### config.mk
export PLATFORM = sky130hd
export DESIGN_NAME = nor_stream_reducer
export DESIGN_NICKNAME = d
export VERILOG_FILES = /design/src/rtl/nor_stream_reducer.sv
export SDC_FILE = /design/constraint.sdc
export NUM_CORES = 1
export LEC_CHECK = 0
export ABC_CLOCK_PERIOD_IN_PS = 1500
export CAP_MARGIN = 20
export CORE_ASPECT_RATIO = 1.75
export CORE_MARGIN = 10
export CORE_UTILIZATION = 30
export DETAILED_ROUTE_END_ITERATION = 16
export PLACE_DENSITY = 0.61
export SETUP_SLACK_MARGIN = 0.02
export SYNTH_ARGS = -nofsm -noshare
export SYNTH_HDL_FRONTEND = slang
export SYNTH_SLANG_ARGS = --single-unit
### constraint.sdc
create_clock -name clk -period 1.5 [get_ports clk]
set_clock_uncertainty 0.05 [all_clocks]
set_input_delay 0.3 -clock clk [delete_from_list [all_inputs] [get_ports clk]]
set_output_delay 0.3 -clock clk [all_outputs]
set_load 0.01 [all_outputs]
### src/rtl/nor_stream_reducer.sv
// Reduces a framed valid/ready operand stream to one bitwise NOR (or OR) per frame,
// with a saturating beat count and an overflow flag on a registered result port.
module nor_stream_reducer #(
    parameter int WIDTH   = 8,
    parameter int MAX_OPS = 16,
    parameter int INVERT  = 1,
    localparam int CW     = $clog2(MAX_OPS + 1)
) (
    input  logic             clk,
    input  logic             rst_n,
    input  logic             s_valid,
    output logic             s_ready,
    input  logic [WIDTH-1:0] s_data,
    input  logic             s_last,
    output logic             m_valid,
    input  logic             m_ready,
    output logic [WIDTH-1:0] m_data,
    output logic [CW-1:0]    m_count,
    output logic             m_overflow
);

    typedef enum logic [1:0] {
        IDLE  = 2'd0,
        ACCUM = 2'd1,
        HOLD  = 2'd2
    } state_t;

    state_t             state, state_nxt;
    logic [WIDTH-1:0]   acc, acc_nxt;
    logic [CW-1:0]      cnt, cnt_nxt;
    logic               ovf, ovf_nxt;
    logic               beat;
    logic               frame_end;

    function automatic logic [WIDTH-1:0] result_sel(input logic [WIDTH-1:0] a);
        return (INVERT != 0) ? ~a : a;
    endfunction

    // Ready comes from registered state only, so it never loops through s_valid or m_ready.
    assign s_ready = rst_n && (state != HOLD);
    assign beat    = s_valid && s_ready;

    always_comb begin
        state_nxt = state;
        acc_nxt   = acc;
        cnt_nxt   = cnt;
        ovf_nxt   = ovf;
        frame_end = 1'b0;
        case (state)
            IDLE: begin
                if (beat) begin
                    acc_nxt   = s_data;
                    cnt_nxt   = CW'(1);
                    ovf_nxt   = 1'b0;
                    frame_end = s_last;
                    state_nxt = s_last ? HOLD : ACCUM;
                end
            end
            ACCUM: begin
                if (beat) begin
                    acc_nxt = acc | s_data;
                    // Past saturation the data still folds in; only the count stops.
                    if (cnt == CW'(MAX_OPS)) begin
                        ovf_nxt = 1'b1;
                    end else begin
                        cnt_nxt = cnt + CW'(1);
                    end
                    if (s_last) begin
                        frame_end = 1'b1;
                        state_nxt = HOLD;
                    end
                end
            end
            HOLD: begin
                if (m_ready) begin
                    state_nxt = IDLE;
                end
            end
            default: state_nxt = IDLE;
        endcase
    end

    always_ff @(posedge clk) begin
        if (!rst_n) begin
            state      <= IDLE;
            acc        <= '0;
            cnt        <= '0;
            ovf        <= 1'b0;
            m_valid    <= 1'b0;
            m_data     <= '0;
            m_count    <= '0;
            m_overflow <= 1'b0;
        end else begin
            state <= state_nxt;
            acc   <= acc_nxt;
            cnt   <= cnt_nxt;
            ovf   <= ovf_nxt;
            // Result registers are only rewritten at a frame end and hold otherwise.
            if (frame_end) begin
                m_valid    <= 1'b1;
                m_data     <= result_sel(acc_nxt);
                m_count    <= cnt_nxt;
                m_overflow <= ovf_nxt;
            end else if (m_valid && m_ready) begin
                m_valid <= 1'b0;
            end
        end
    end

endmodule
==> reports/metrics.csv <==
stage,metric,value,unit
power_and_ir_drop,switching pwr,0.000454,W
logic_synthesis,Syn Nets,165,
placed_design,# port buffers,28,
critical_path,reg2reg setup slack,0.08,ns
global_routing,Total GRT Usage,0.0887,
logic_synthesis,"Seq/Total Area, Yosys",0.431,
layout,Final Core Density,0.443,
layout,Reg area,628,µm²
sta,RSZ-0062 raised after global routing,false,
global_routing,initial antenna violation count,0,
power_and_ir_drop,Sw Ratio,0.227,
worst_hold_path,hold path start,m_data[0],
logic_synthesis,synth top area cells,"dfxtp_1, nor2b_1, a31o_2, a22oi_1, a221oi_1",
global_routing,vias in the first global route,1283,
layout,fillers,457,
power_and_ir_drop,Final Power,0.00200,W
power_and_ir_drop,largest vdd supply drop,919,µV
critical_path,"Arr. time, crit path",1.59,ns
drt,Via density,5.00,
clock_tree,clock root cell,clkbuf_8,
layout,Layout Nets,211,
power_and_ir_drop,Int Pwr,0.00155,W
drt,DRT iter0 DRCs,32,
logic_synthesis,top cell type's share of synthesized area,0.431,
layout,Syn-to-layout area delta,43.4,%
drt,1st-pass router iterations,4,
logic_synthesis,Synth area leader,dfxtp_1,
critical_path,r2r endpoint,cnt[2],
drt,DRC viols,0,
power_and_ir_drop,Clock power frac,0.421,
critical_path,critical path peak fanout,7,
logic_synthesis,YS warnings,0,
power_and_ir_drop,Comb power frac,0.141,
clock_tree,CTS tree,done,
global_routing,first-pass GRT wire length,5.74,mm
layout,diode count,0,
logic_synthesis,synthesized area per cell,9.61,µm²
power_and_ir_drop,leak pwr,0.919,nW
sta,Slew @ Worst Pin,0.276,ns
floorplan,die area,8090,µm²
logic_synthesis,synthesized instance count,150,
sta,Max Clock Freq,0.705,GHz
drt,final wirelength,3.46,mm
logic_synthesis,Synth cell types,40,
drt,routed via count,1245,
placed_design,hpwl dp,2.55,mm
sta,final setup fails,0,
sta,Max transition margin,0.816,
critical_path,WS Path Type,flip-flop to flip-flop,
worst_hold_path,Hold Crit Depth,2,
critical_path,Worst Reg2Reg Path Length in Cells,6,
global_routing,largest net degree at the start of global routing,20,
floorplan,total core area,4670,µm²
layout,share of cells above drive strength 1,0.294,
sta,fin crit period,1.42,ns
sta,post-route clock period utilization,0.946,
power_and_ir_drop,pwr/cell area,969,nW/µm²
floorplan,Ports,29,
critical_path,CP Launch Type,flip-flop,
drt,WL/cell,13.9,µm
logic_synthesis,synthesized flop and latch total,31,
critical_path,Critical Path Sink Type,flip-flop,
clock_tree,H-tree Lvls,2,
clock_tree,clock latency on the worst-skew pair,0.27,ns
floorplan,Starting Density,0.309,
critical_path,worst reg2reg path startpoint,cnt[0],
run,maxcap violations,0,
floorplan,Die Ht,112,µm
sta,Fin. Hold Viols,0,
worst_hold_path,HP Class,flip-flop to flip-flop,
clock_tree,Inserted Clock Buffers,5,
global_routing,"Remaining Overflow, GRT",0,
floorplan,Row Count,33,
power_and_ir_drop,Seq pwr share,0.439,
sta,Final Max Slew Viols,0,
logic_synthesis,"Cell Area, Synth",1440,µm²
layout,area taken by multi-input logic gates,772,µm²
clock_tree,CTS Buffer Depth,2,
critical_path,Worst Path Required,1.67,ns
floorplan,Die Width,72.4,µm
clock_tree,Worst-path clk slew,0.07,ns
drt,DRT antenna net count,0,
run_status,status,finished clean,
worst_hold_path,Hold Path Sink,m_data[0],
clock_tree,CTS Sinks,31,
placed_design,routability congestion estimate,0.810,
==> cell families after synthesis <==
| logic type | after synthesis | synth area share |
|---|---|---|
| simple gates | 45 | 0.207 |
| buf+inv | 20 | 0.0738 |
| mux | 1 | 0.00694 |
| flops | 31 | 0.431 |
| xor+xnor | 3 | 0.0182 |
| compound gates | 48 | 0.246 |
| fa+ha+maj | 2 | 0.0174 |
==> layer usage <==
layer / track usage / vias up / part of all wire
met5: 0 / - / 0
met4: 0.0420 / 0 / 0.011
met3: 0.0400 / 2 / 0.063
met2: 0.148 / 28 / 0.53
met1: 0.0911 / 585 / 0.39
li1: - / 630 / -
==> worst max-delay path, stage by stage (launching register included) <==
cell and delay, ns:
dfxtp_4 0.37, inv_2 0.05, ha_4 0.15, nor4bb_4 0.14, buf_4 0.17, o32a_1 0.34, nor2b_1 0.09
==> worst max-delay path by stage <==
stage,from,to,slack (ns),depth (start not counted)
after floorplan,cnt[0],cnt[1],0.03,7
after global placement,rst_n,m_data[1],-0.39,6
after detailed placement,s_valid,flip-flop,-0.40,6
after CTS,cnt[0],cnt[2],0.02,6
after global routing,cnt[0],cnt[2],0.02,6
final,cnt[0],cnt[2],0.08,6
==> cells in the final DEF, fill, tap and decap left out, drive strengths merged, types with 2 or more instances in the layout <==
cell / netlist / layout
inv: 8 / 8
nand2: 11 / 11
dfxtp: 31 / 31
a22oi: 8 / 8
a221oi: 6 / 6
dlymetal6s2s: 0 / 2
nand3: 2 / 2
dlygate4sd2: 0 / 15
xnor2: 3 / 3
nor4bb: 2 / 2
a21oi: 4 / 4
a21boi: 5 / 5
buf: 8 / 24
clkdlybuf4s50: 0 / 10
nor2b: 10 / 10
nand2b: 5 / 5
o21ai: 7 / 7
and2: 3 / 3
nor2: 4 / 4
a211o: 2 / 2
o22ai: 5 / 5
a31o: 7 / 7
clkbuf: 4 / 6
ha: 2 / 2
and4: 2 / 2
==> stage by stage <==
step,std cells,hold WS (ns),setup TNS (ns),setup slack [ns],area (µm²)
2_1_floorplan,150,0.402,0,0.0269,1450
3_3_place_gp,239,0.392,-8.21,-0.388,1890
3_5_place_dp,239,0.395,-8.69,-0.401,1890
4_1_cts,247,0.403,0,0.0231,2010
5_1_grt,249,0.426,0,0.0219,2070
6_report,249,0.399,0,0.0813,2070
==> cell type report <==
class                      count  area share
multi-input combinational     99       0.373
sequential                    31       0.304
timing repair buffer          51       0.220
clock buffer                   6      0.0400
tap                           52      0.0315
clock inverter                 2      0.0169
inverter                       8      0.0145
==> synth_stat cells (all sizes together) <==
library cell  count
o21bai            1
nor2              4
nand2b            5
mux2i             1
a31o              7
and4              2
xnor2             3
o22ai             5
nor2b            10
inv               8
a22oi             8
a211o             2
nand2            11
ha                2
nand3             2
or2               1
o211a             1
a221oi            6
nor3b             1
o21ai             7
buf               8
clkbuf            4
dfxtp            31
o32a              1
nand3b            1
and2b             1
nor4bb            2
and2              3
and3              1
and4bb            1
a21oi             4
a21o              1
a21boi            5
==> what timing repair did <==
action | 4_1_cts | 5_1_grt
hold buffers | 0 | 0
setup endpoints to repair | 35 | 20
buffers inserted | 0 | 2
gates resized for setup | 25 | 14
pin swaps | 0 | 2
==> power groups by stage <==
| stage | logic, W | clock network (W) | registers [W] |
|---|---|---|---|
| final | 0.000282 | 0.000843 | 0.000879 |
| after global routing | 0.000313 | 0.000905 | 0.000883 |
| after CTS | 0.000272 | 0.000871 | 0.000883 |
| after detailed placement | 0.000274 | 0 | 0.000901 |
| after global placement | 0.000274 | 0 | 0.000901 |
| after floorplan | 0.000130 | 0 | 0.000907 |
No activity file was read; power rests on OpenSTA's default activity.
